`src/rtl/conv_scan.sv`:
```
// Window scanner / operand sequencer for conv_cal: snapshots one image and kernel,
// then presents one zero-padded pixel/weight pair per cycle with accumulator strobes.
module conv_scan #(
  parameter int unsigned weight_width   = 2,
  parameter int unsigned weight_height  = 2,
  parameter int unsigned img_width      = 4,
  parameter int unsigned img_height     = 4,
  parameter int unsigned padding_enable = 0,
  parameter int unsigned padding        = 0,
  parameter int unsigned stride         = 1,
  parameter int unsigned bitwidth       = 3,
  parameter int unsigned flush_cycles   = 2
) (
  input  logic                                         clk_en,
  input  logic                                         rst_n,
  input  logic                                         start,
  input  logic [img_width*img_height*bitwidth-1:0]     img_data,
  input  logic [weight_width*weight_height*bitwidth-1:0] wei_data,
  output logic                                         busy,
  output logic                                         conv_on,
  output logic                                         chge_rlt,
  output logic                                         chge_rlt_q,
  output logic [3:0]                                   rlt_l,
  output logic [3:0]                                   rlt_c,
  output logic [bitwidth-1:0]                          img_cal,
  output logic [bitwidth-1:0]                          wei_cal,
  output logic                                         srh_fin
);

  localparam int unsigned P_EFF         = (padding_enable != 0) ? padding : 0;
  localparam int unsigned result_width  = (img_width + 2 * P_EFF - weight_width) / stride + 1;
  localparam int unsigned result_height = (img_height + 2 * P_EFF - weight_height) / stride + 1;
  localparam int unsigned KCW      = (weight_width > 1) ? $clog2(weight_width) : 1;
  localparam int unsigned KLW      = (weight_height > 1) ? $clog2(weight_height) : 1;
  localparam int unsigned PIX_N    = img_width * img_height;
  localparam int unsigned PIX_AW   = (PIX_N > 1) ? $clog2(PIX_N) : 1;
  localparam int unsigned WEI_N    = weight_width * weight_height;
  localparam int unsigned WEI_AW   = (WEI_N > 1) ? $clog2(WEI_N) : 1;
  localparam int unsigned FCW      = $clog2(flush_cycles + 1);
  localparam int unsigned CW       = 16;
  localparam int unsigned IMG_BITS = PIX_N * bitwidth;
  localparam int unsigned WEI_BITS = WEI_N * bitwidth;

  typedef enum logic [1:0] {
    S_IDLE  = 2'd0,
    S_SCAN  = 2'd1,
    S_FLUSH = 2'd2,
    S_FIN   = 2'd3
  } state_e;

  state_e               state_q, state_d;
  logic [KCW-1:0]       kc_q, kc_d;
  logic [KLW-1:0]       kl_q, kl_d;
  logic [3:0]           rc_q, rc_d;
  logic [3:0]           rl_q, rl_d;
  logic [FCW-1:0]       flush_q, flush_d;
  logic [IMG_BITS-1:0]  img_q, img_d;
  logic [WEI_BITS-1:0]  wei_q, wei_d;
  logic                 chge_dly_q, chge_dly_d;

  logic                 kc_last, kl_last, rc_last, rl_last;
  logic [bitwidth-1:0]  pix [PIX_N];
  logic [bitwidth-1:0]  wei [WEI_N];
  logic [CW-1:0]        r_off, c_off, row, col;
  logic                 in_img;
  logic [PIX_AW-1:0]    pix_idx;
  logic [WEI_AW-1:0]    wei_idx;

  always_ff @(posedge clk_en) begin
    if (!rst_n) begin
      state_q    <= S_IDLE;
      kc_q       <= '0;
      kl_q       <= '0;
      rc_q       <= '0;
      rl_q       <= '0;
      flush_q    <= '0;
      img_q      <= '0;
      wei_q      <= '0;
      chge_dly_q <= 1'b0;
    end else begin
      state_q    <= state_d;
      kc_q       <= kc_d;
      kl_q       <= kl_d;
      rc_q       <= rc_d;
      rl_q       <= rl_d;
      flush_q    <= flush_d;
      img_q      <= img_d;
      wei_q      <= wei_d;
      chge_dly_q <= chge_dly_d;
    end
  end

  assign kc_last = (kc_q == KCW'(weight_width - 1));
  assign kl_last = (kl_q == KLW'(weight_height - 1));
  assign rc_last = (rc_q == 4'(result_width - 1));
  assign rl_last = (rl_q == 4'(result_height - 1));

  // Next-state: counters nest kc -> kl -> rlt_c -> rlt_l; they hold on the final tap.
  always_comb begin
    state_d    = state_q;
    kc_d       = kc_q;
    kl_d       = kl_q;
    rc_d       = rc_q;
    rl_d       = rl_q;
    flush_d    = flush_q;
    img_d      = img_q;
    wei_d      = wei_q;
    chge_dly_d = chge_rlt;
    case (state_q)
      S_IDLE: begin
        if (start) begin
          state_d = S_SCAN;
          img_d   = img_data;
          wei_d   = wei_data;
          kc_d    = '0;
          kl_d    = '0;
          rc_d    = '0;
          rl_d    = '0;
        end
      end
      S_SCAN: begin
        if (kc_last && kl_last && rc_last && rl_last) begin
          state_d = S_FLUSH;
          flush_d = '0;
        end else begin
          kc_d = kc_last ? '0 : kc_q + KCW'(1);
          if (kc_last) begin
            kl_d = kl_last ? '0 : kl_q + KLW'(1);
            if (kl_last) begin
              rc_d = rc_last ? '0 : rc_q + 4'(1);
              if (rc_last) begin
                rl_d = rl_q + 4'(1);
              end
            end
          end
        end
      end
      S_FLUSH: begin
        flush_d = flush_q + FCW'(1);
        if (flush_q == FCW'(flush_cycles - 1)) begin
          state_d = S_FIN;
        end
      end
      S_FIN:   state_d = S_IDLE;
      default: state_d = S_IDLE;
    endcase
  end

  // Unpack snapshot vectors into per-pixel / per-tap arrays.
  for (genvar g = 0; g < PIX_N; g++) begin : g_pix
    assign pix[g] = img_q[g*bitwidth +: bitwidth];
  end
  for (genvar g = 0; g < WEI_N; g++) begin : g_wei
    assign wei[g] = wei_q[g*bitwidth +: bitwidth];
  end

  // Coordinates carry a +P offset; subtracting P wraps negatives past the image bound.
  always_comb begin
    r_off   = CW'(rl_q) * CW'(stride) + CW'(kl_q);
    c_off   = CW'(rc_q) * CW'(stride) + CW'(kc_q);
    row     = r_off - CW'(P_EFF);
    col     = c_off - CW'(P_EFF);
    in_img  = (row < CW'(img_height)) && (col < CW'(img_width));
    pix_idx = PIX_AW'(row * CW'(img_width) + col);
    wei_idx = WEI_AW'(CW'(kl_q) * CW'(weight_width) + CW'(kc_q));
  end

  always_comb begin
    busy     = 1'b0;
    conv_on  = 1'b0;
    chge_rlt = 1'b0;
    srh_fin  = 1'b0;
    rlt_l    = '0;
    rlt_c    = '0;
    img_cal  = '0;
    wei_cal  = '0;
    case (state_q)
      S_SCAN: begin
        busy     = 1'b1;
        conv_on  = 1'b1;
        chge_rlt = (kc_q == '0) && (kl_q == '0);
        rlt_l    = rl_q;
        rlt_c    = rc_q;
        wei_cal  = wei[wei_idx];
        img_cal  = in_img ? pix[pix_idx] : '0;
      end
      S_FLUSH: begin
        busy    = 1'b1;
        conv_on = 1'b1;
        rlt_l   = 4'(result_height - 1);
        rlt_c   = 4'(result_width - 1);
      end
      S_FIN:   srh_fin = 1'b1;
      default: ;
    endcase
  end

  assign chge_rlt_q = chge_dly_q;

endmodule

```
`config.mk`:
```
export PLATFORM = sky130hd
export DESIGN_NAME = conv_scan
export DESIGN_NICKNAME = d
export VERILOG_FILES = /design/src/rtl/conv_scan.sv
export SDC_FILE = /design/constraint.sdc
export NUM_CORES = 1
export LEC_CHECK = 0
export ABC_AREA = 1
export BUFFER_PORTS_ARGS = -buffer_cell sky130_fd_sc_hd__buf_2
export CORE_MARGIN = 4
export CORE_UTILIZATION = 50
export DETAILED_ROUTE_END_ITERATION = 10
export PLACE_DENSITY = 0.74
export SYNTH_ARGS = -nofsm -noshare
export SYNTH_HDL_FRONTEND = slang
export SYNTH_SLANG_ARGS = --single-unit
```
`constraint.sdc`:
```
create_clock -name clk_en -period 1.9 [get_ports clk_en]
set_input_delay 0.095 -clock clk_en [delete_from_list [all_inputs] [get_ports clk_en]]
set_output_delay 0.095 -clock clk_en [all_outputs]
set_load 0.005 [all_outputs]
```
==> impl_metrics.toml <==
[detailed_routing]
drc_errors = 0
vias_per_cell = 4.954
antenna_left = 0
initialDrtViolationCount = 154
drt-total-wl_um = 9536
wl_per_cell_um = 12.29
drtPass1Iterations = 5
num_vias = 3844

[floorplanning]
die_w_um = 96.02
num_io_pins = 82
dieArea_sq_um = 9220
rows = 31
die_h_um = 96.02
core_sq_um = 7408
start_util_pct = 52.29

[finish]
drive_above_1_share_pct = 21.57
instances_no_fill = 776
diodes = 0
layout.nets = 750
multi_input_area_sq_um = 2152
regArea_sq_um = 1504
area.growth.synth_to_final_pct = 27.29
n_fill_cell = 664

[sta]
skew_ns = 0.01303
hold_violations = 0
worst_slack_ns = -0.4072
final-setup-viol-count = 3
period_share_pct = 121.4
maxSlewHeadroom_pct = 63.70
drv_slew = 0
timing.fmax_ghz = 0.4334
whs_ns = 0.003276
rsz0062_at_grt = "true"
period_needed_ns = 2.307
tightest_slew_ns = 0.5446

[yosys]
yosys-top-cells-area = "dfxtp_1 39%, nor2_1 16%, nand2_1 9.2%"
yosysWarnings = 0
ys_async_sr_fraction_pct = 0
ys_seq_area_share_pct = 38.76
synth_area_per_cell_sq_um = 6.844
netlist.area_leader.share_pct = 38.76
syn_area_sq_um = 3874
syn_inst = 566
synth_common_cells = "164 x nor2_1, 95 x nand2_1, 75 x dfxtp_1, 68 x o21ai_0, 28 x nand3_1"
synth.most_common_cell = "nor2_1"
ys.flop_type = "dfxtp_1"
synth_cell_types = 36
synth-edff-count = 0
ys_ff_latch = 75
synth_fp_nets = 644
yosysTopAreaCell = "dfxtp_1"

[pwr]
p_leak_uw = 0.002250
peakVddDrop_v = 0.0006052
power_density_nw_per_um2 = 1357

[clock_network]
cts_tree = "done"
clk_path_buf_depth = 2
cts_made_buffers = 9
insertion_delay_ns = 0.36
cts.clk_slew.worst_paths_ns = 0.08
htree_levels = 3
clock-sinks = 75
root_buffer = "clkbuf_8"

[critical_path]
cp.arrival_ns = 2.21
cp-startpoint = "kc_last"
start_kind = "register"
crit_fanout = 6
worst_ep_required_time_ns = 1.80
end_kind = "output port"
path_class = "register to output port"
r2r-start = "state_q[0]"

[global_routing]
first_global_vias = 3607
grt-ovfl-total = 0
grt_max_degree = 45
antenna_found_initial = 0
grt_pass1_wl_um = 15860
grtUsageTotal_pct = 21.75

[placed_design]
io_buffers = 81
dpl.hpwl_um = 6733
dp.cells = 731
gp_congestion = 0.8394

[min_path]
min-delay-start = "wei_data[6]"
hp-class = "input pin to register"

[outcome]
status = "complete, but fails checks"
failed_checks = "setup timing"

[flow_run]
cap_violations = 0
-- per-layer routing --
metal	routed length, um	track usage (%)	share of wire [%]
met4	125	7.109	1.3
met5	0	0	0
met1	4462	29.22	47
met3	589	4.691	6.2
met2	4359	34.62	46
-- layout by cell type (no fill, tap or decap), types with 2 or more instances in the layout --
master and n:
clkinvlp_4 3, o211ai_1 3, xor2_1 3, nand2_1 95, buf_2 81, o21ai_0 68, nand2_2 4, nand3_1 28
dlygate4sd3_1 29, nand3_4 2, nor3_1 2, clkinv_1 2, nand2_4 2, clkbuf_8 9, inv_2 6, nor2_4 4
a21oi_1 17, dfxtp_2 2, clkbuf_1 2, o21ai_1 5, buf_4 16, o32ai_1 2, inv_1 23, nor2_1 164
dfxtp_1 73, ha_4 3, ha_1 11
-- flip-flops by register name, indices dropped and copies added, names as in the netlist --
register / cells
chge_rlt_q: 1
flush_q: 2
img_q: 48
kc_last: 1
kl_last: 1
rc_q: 4
rl_q: 4
state_q: 2
wei_q: 12
-- repair_timing --
item / 4_1_cts / 5_1_grt
buffers inserted: 0 / 0
endpoints found under the setup margin: 5 / 5
hold endpoints to repair: 29 / 0
pin swaps: 7 / 4
gates resized for setup: 10 / 4
hold buffers: 29 / 0
-- metrics by stage --
stage / power, uW / cell area, sq um / util (%) / setup TNS, ns / setup WS (ns)
after floorplan: 4599 / 3874 / - / 0 / 0.1196
after global placement: 5260 / 4378 / 59.09 / -0.1537 / -0.05452
after detailed placement: 5326 / 4378 / 59.09 / -0.2906 / -0.1010
after CTS: 6648 / 4910 / 66.27 / -1.103 / -0.3828
after global routing: 7295 / 4931 / 66.56 / -1.638 / -0.5552
final: 6689 / 4931 / 66.56 / -1.166 / -0.4072
-- report_power, final --
group          internal (uW)  leakage (uW)  switching (uW)
combinational           1230       0.00154            1910
sequential              2030      0.000620             301
clock                    612     0.0000862             608
-- critical path, stage by stage (launching register included) --
cell     delay (ns)
dfxtp_2        0.34
ha_4           0.17
ha_4           0.18
xor2_4         0.18
ha_2           0.30
inv_1          0.16
a21oi_1        0.08
o21ai_1        0.13
nand2_1        0.06
nor2_1         0.12
buf_2          0.13
-- worst paths after layout --
path / end / slack, ns / depth (start not counted)
max: img_cal[1] / -0.41 / 10
min: wei_q[6] / 0.003 / 3
max reg2reg: img_q[15] / 0.23 / 7
min reg2reg: img_q[13] / 0.49 / 2
-- layout make-up --
cell class / instances / area share (%)
multi-input combinational: 427 / 43.64
sequential: 75 / 30.50
timing repair buffer: 127 / 16.95
clock buffer: 11 / 2.664
tap: 99 / 2.512
inverter: 32 / 2.487
clock inverter: 5 / 1.243
-- kinds of logic (layout without fill, tap and decap cells) --
kind of cell / count (synthesis) / after routing / synth area share (%)
AOI/OAI and AO/OA: 101 / 101 / 14.24
DFF: 75 / 75 / 38.76
and+or+nand+nor: 306 / 306 / 33.59
xor gates and xnor gates: 5 / 5 / 1.130
adders and majority gates: 15 / 15 / 4.845
buffers and inverters: 64 / 175 / 7.429
Note: power is estimated with default switching activity, not from simulation.
